## config.mk

```make
export PLATFORM = sky130hd
export DESIGN_NAME = regfile_sb
export DESIGN_NICKNAME = d
export VERILOG_FILES = /design/src/rtl/regfile_sb.sv
export SDC_FILE = /design/constraint.sdc
export NUM_CORES = 2
export LEC_CHECK = 0
export ABC_AREA = 0
export BUFFER_PORTS_ARGS = -buffer_cell sky130_fd_sc_hd__clkbuf_2
export CORE_MARGIN = 2
export CORE_UTILIZATION = 35
export DETAILED_ROUTE_END_ITERATION = 16
export HOLD_SLACK_MARGIN = 0.1
export PLACE_DENSITY = 0.56
export SYNTH_ARGS = -nofsm -noshare
export SYNTH_HDL_FRONTEND = slang
export SYNTH_SLANG_ARGS = --single-unit
```

## constraint.sdc

```tcl
create_clock -name clk -period 4 [get_ports clk]
set_input_delay 0.6 -clock clk [delete_from_list [all_inputs] [get_ports clk]]
set_output_delay 0.6 -clock clk [all_outputs]
set_load 0.02 [all_outputs]
```

## src/rtl/regfile_sb.sv

```systemverilog
// ============================================================================
// Module   : regfile_sb
// Purpose  : Register file with NRD combinational read ports, one write port
//            and a 2-bit pending-write scoreboard per register. Optional
//            same-cycle write-to-read forwarding under REGFILE_BYPASS_EN.
// Revision : 1.0 - initial release
// ============================================================================
`default_nettype none

module regfile_sb #(
    parameter int XLEN = 32,
    parameter int NREG = 32,
    parameter int NRD  = 2,
    localparam int AW  = $clog2(NREG)
) (
    input  logic                clk,
    input  logic                rst,
    input  logic [NRD*AW-1:0]   raddr,
    output logic [NRD*XLEN-1:0] rdata,
    output logic [NRD-1:0]      rbusy,
    input  logic                wen,
    input  logic [AW-1:0]       waddr,
    input  logic [XLEN-1:0]     wdata,
    input  logic                iss_en,
    input  logic [AW-1:0]       iss_addr,
    output logic                iss_rdy,
    input  logic                flush
);

    logic [XLEN-1:0] r_rf [NREG];
    logic [1:0]      r_pc [NREG];

    logic            w_waddr_in;
    logic            w_iss_in;
    logic            w_wr_hit;
    logic [1:0]      w_iss_pc;
    logic [NREG-1:0] w_inc;
    logic [NREG-1:0] w_dec;

    // Range checks collapse to constants when NREG fills the address space.
    if (NREG == (1 << AW)) begin : g_full_range
        assign w_waddr_in = 1'b1;
        assign w_iss_in   = 1'b1;
    end else begin : g_part_range
        assign w_waddr_in = ({1'b0, waddr}    < (AW+1)'(NREG));
        assign w_iss_in   = ({1'b0, iss_addr} < (AW+1)'(NREG));
    end

    assign w_wr_hit = wen && w_waddr_in && (waddr != '0);
    assign w_iss_pc = (w_iss_in && iss_addr != '0) ? r_pc[iss_addr] : 2'd0;

    // A full counter may still accept an issue if one write retires alongside.
    assign iss_rdy = !((w_iss_pc == 2'd3) && !(wen && waddr == iss_addr));

    for (genvar r = 0; r < NREG; r++) begin : g_cnt
        if (r == 0) begin : g_r0
            assign w_inc[r] = 1'b0;
            assign w_dec[r] = 1'b0;
        end else begin : g_rn
            assign w_inc[r] = iss_en && iss_rdy && w_iss_in && (iss_addr == AW'(r)) && !flush;
            assign w_dec[r] = w_wr_hit && (waddr == AW'(r)) && (r_pc[r] != 2'd0) && !flush;
        end
    end

    always_ff @(posedge clk or negedge rst) begin
        if (!rst) begin
            for (int r = 0; r < NREG; r++) begin
                r_rf[r] <= '0;
                r_pc[r] <= 2'd0;
            end
        end else begin
            if (w_wr_hit) begin
                r_rf[waddr] <= wdata;
            end
            for (int r = 1; r < NREG; r++) begin
                if (flush) begin
                    r_pc[r] <= 2'd0;
                end else if (w_inc[r] && !w_dec[r]) begin
                    r_pc[r] <= r_pc[r] + 2'd1;
                end else if (!w_inc[r] && w_dec[r]) begin
                    r_pc[r] <= r_pc[r] - 2'd1;
                end
            end
        end
    end

    for (genvar i = 0; i < NRD; i++) begin : g_rd
        logic [AW-1:0]   w_ra;
        logic            w_ra_in;
        logic            w_ra_ok;
        logic [1:0]      w_pc;
        logic [XLEN-1:0] w_data;

        assign w_ra = raddr[i*AW +: AW];

        if (NREG == (1 << AW)) begin : g_full_range
            assign w_ra_in = 1'b1;
        end else begin : g_part_range
            assign w_ra_in = ({1'b0, w_ra} < (AW+1)'(NREG));
        end

        assign w_ra_ok = w_ra_in && (w_ra != '0);
        assign w_pc    = w_ra_ok ? r_pc[w_ra] : 2'd0;
        assign w_data  = w_ra_ok ? r_rf[w_ra] : '0;

`ifdef REGFILE_BYPASS_EN
        logic       w_fwd;
        logic       w_rd_inc;
        logic       w_rd_dec;
        logic [2:0] w_nxt;

        assign w_fwd    = w_wr_hit && (waddr == w_ra);
        assign w_rd_inc = iss_en && iss_rdy && (iss_addr == w_ra);
        assign w_rd_dec = w_fwd && (w_pc != 2'd0);
        // Busy reflects the count this register will hold after the edge.
        assign w_nxt    = {1'b0, w_pc} + {2'b00, w_rd_inc} - {2'b00, w_rd_dec};

        assign rdata[i*XLEN +: XLEN] = w_fwd ? wdata : w_data;
        assign rbusy[i]              = w_ra_ok && !flush && (w_nxt != 3'd0);
`else
        assign rdata[i*XLEN +: XLEN] = w_data;
        assign rbusy[i]              = (w_pc != 2'd0);
`endif
    end

endmodule

`default_nettype wire

```

==> impl_metrics.ini <==
[outcome]
run_status = finished, final reports clean

[power]
combPwrFrac_pct = 20.5
p_sw_share_pct = 27.4
power_frac_seq_pct = 43.9
p_int_w = 0.0237
power.density_mw_per_mm2 = 486
leakagePower_nw = 29.2
p_switching_w = 0.00893
clock_power_share_pct = 35.6
vdd.ir_drop.worst_uv = 360

[yosys]
synth_fp_nets = 4236
synth_xor_area_share_pct = 0.536
synthFlopType = dfrtp_1
synth_fa_ha_area_share_pct = 0
synth_seq_cells = 1086
synthSimpleGateAreaFrac_pct = 6.72
synth_warnings = 2
synth_area_mm2 = 0.0588
synth-edff-count = 0
synth_top_family_by_area = multiplexers
syn_inst = 4179
synth_mux_area_share_pct = 42.0
yosysSeqAreaShare_pct = 46.2
synth_top_area_share_pct = 46.2
synth-async-reset-ratio_pct = 100
synth_top_area_cell = dfrtp_1
synth_compound_area_share_pct = 1.44
avgSynthCellArea_um2 = 14.1
synth.area.top_cells = dfrtp_1 46%, mux4_2 25%, mux2_2 15%, nand2_1 3.9%, clkbuf_1 2.2%
yosysUniqueCellTypes = 65

[clock_tree]
root_buffer = clkbuf_16
cts-buffers-inserted = 115
cts.sinks = 1086
h-tree-depth = 3
cts_buffer_depth = 3
cts_tree = done
clock_latency_ps = 760
cts_resized = 0
clk_pin_slew_ps = 60

[critical_path]
cp_common_cell = mux4_2
critPathArrivalTime_ps = 3130
critPathCaptureType = primary output
cpLargestDelayFamily = multiplexers
slowest_stage = mux4_2
critPathBufInv = 3
slowest_delay_ps = 520
worstSetupStartpointType = input pin
path_class = input pin to primary output
path_cells = buf_8, buf_12, mux4_2, mux4_2, mux2i_1, nor2_1, clkbuf_2
required_ps = 3400
crit_fanout = 37

[detailed_routing]
drt_wl_total_mm = 184
drt_iter0_drc = 3320
via_count = 37541
firstDrtPassIters = 5
ant_nets = 0
drc = 0
vias_per_cell = 5.80
routedWlPerCell_um = 28.4

[floorplan]
die_h_um = 414
die_area_mm2 = 0.171
initial_core_util_pct = 35.2
fp.dieW_um = 414
core_area_mm2 = 0.167
ioPinCount = 124
fp-row-count = 150

[cells_and_area]
syn2layout_area_growth_pct = 14.1
nNetsFinal = 4223
drive_above_1_share_pct = 47.6
fin_area_mm2 = 0.0671

[global_routing]
antenna_found_initial = 9
grt_pass1_wl_mm = 273
grtUsageTotal_pct = 21.7
grt_max_degree = 92
grt_pass1_vias = 38899
grt_overflow = 0

[sta]
slew_violations = 0
min_period_over_period_pct = 93.3
fin_crit_ps = 3730
max_slew_margin_pct = 27.2
worst_slew_pin_slew_ps = 1090
hold_viol_final = 0
setup_tns_ps = 0
fmax_mhz = 268
skew_ps = 46.1
finalSetupViolCount = 0
grt_setup_unrepaired = false

[place]
routabilityCongestion = 0.837
place_area_mm2 = 0.0630
dpl.hpwl_mm = 109
port_buffers = 123

[job]
maxCapViolations = 0

[hold_path]
min_path_type = input pin to flip-flop
worst register-to-register path, cell delays in order, from the launching register on:
cell,delay (ps)
dfrtp_1,460
mux4_2,480
o22ai_1,180
a2111oi_0,100
o211a_1,250
buf_4,200
nor3_4,320
mux2_1,350
a22o_1,220
logic make-up (layout without fill, tap and decap cells):
kind of cell           count (synthesis)  after routing
AO/OA/AOI/OAI                        138            138
XOR/XNOR                              36             36
buffers and inverters                440            525
other                                  0              2
multiplexers                        1540           1540
flip-flops                          1086           1086
AND/OR/NAND/NOR                      939            939
final cells by class:
type	instances	area, um^2
Multi-Input combinational cell	2653	30100
Clock buffer	161	3330
Timing Repair Buffer	305	2940
Clock inverter	54	746
Antenna cell	2	5.00
Tap cell	2204	2760
Fill cell	15527	100000
Inverter	5	18.8
Sequential cell	1086	27200
state kept, by name, summed over array words and instances (netlist names):
| register | count |
|---|---|
| r_rf | 1024 |
| r_pc | 62 |
per-stage QoR:
step           std cells  util, %  worst slack, ps  total power, W  hold WS [ps]
2_1_floorplan       4179        -              613          0.0191           304
3_3_place_gp        6252     37.7              251          0.0210           376
3_5_place_dp        6252     37.7              285          0.0212           382
4_1_cts             6468     40.1              262          0.0329           215
5_1_grt             6468     40.1              181          0.0341           290
6_report            6470     40.1              267          0.0326           267
final timing paths:
kind	cells past startpoint	to	startpoint	slack, ps
setup / recovery	7	rdata[29]	raddr[0]	270
hold reg to reg	0	r_rf[996]$_DFFE_PN0P_	r_rf[996]$_DFFE_PN0P_	390
hold / removal	5	r_pc[58]$_DFFE_PN0P_	iss_en	270
setup reg to reg	8	r_pc[60]$_DFFE_PN0P_	r_pc[46]$_DFFE_PN0P_	1320
min in group asynchronous	2	r_rf[857]$_DFFE_PN0P_	rst	570
max in group asynchronous	4	r_rf[355]$_DFFE_PN0P_	rst	2180
timing repair:
action / in CTS / in global routing
setup endpoints to repair: 0 / 0
endpoints found under the hold margin: 58 / 0
hold buffers: 1 / 0
buffers inserted: 0 / 0
routing by layer:
layer	GRT usage, %	vias up	routed length, um
li1	-	15605	-
met1	29.9	20509	78900
met2	35.4	1132	88800
met3	3.30	287	10700
met4	6.48	8	5360
met5	0	-	43
synthesized netlist by cell type, types with 8 or more instances:
cell      count
dfrtp_1    1086
xnor2_1      17
and2_1       17
a211oi_1      8
nor2_1      171
o21ai_0      24
mux4_2      662
clkbuf_1    342
mux2_2      803
a21oi_1      58
nor3b_1      16
o21bai_1      8
nand2_1     616
buf_2        65
o21ai_1       8
nand3_1      15
nor3_1       30
nand2b_1     12
nor2b_1      11
xor2_1       19
buf_1        21
mux2i_1      72
placed cells by master, fill, tap and decap left out, types with 58 or more instances in the layout:
cell type  Yosys  layout
dfrtp_1     1086    1086
mux2_2       803     803
mux4_2       662     662
nand2_1      616     597
nor2_1       171     153
clkbuf_16      0     116
buf_4          2     113
clkbuf_2       0     112
mux2i_1       72      72
buf_12         0      70
a21oi_1       58      58
power by group through the flow:
stage / Combinational, W / Clock [W] / Sequential (W)
2_1_floorplan: 0.00507 / 0 / 0.0140
3_3_place_gp: 0.00664 / 0 / 0.0144
3_5_place_dp: 0.00676 / 0 / 0.0145
4_1_cts: 0.00677 / 0.0118 / 0.0143
5_1_grt: 0.00718 / 0.0123 / 0.0146
6_report: 0.00669 / 0.0116 / 0.0143
Note: power is estimated with default switching activity, not from simulation.
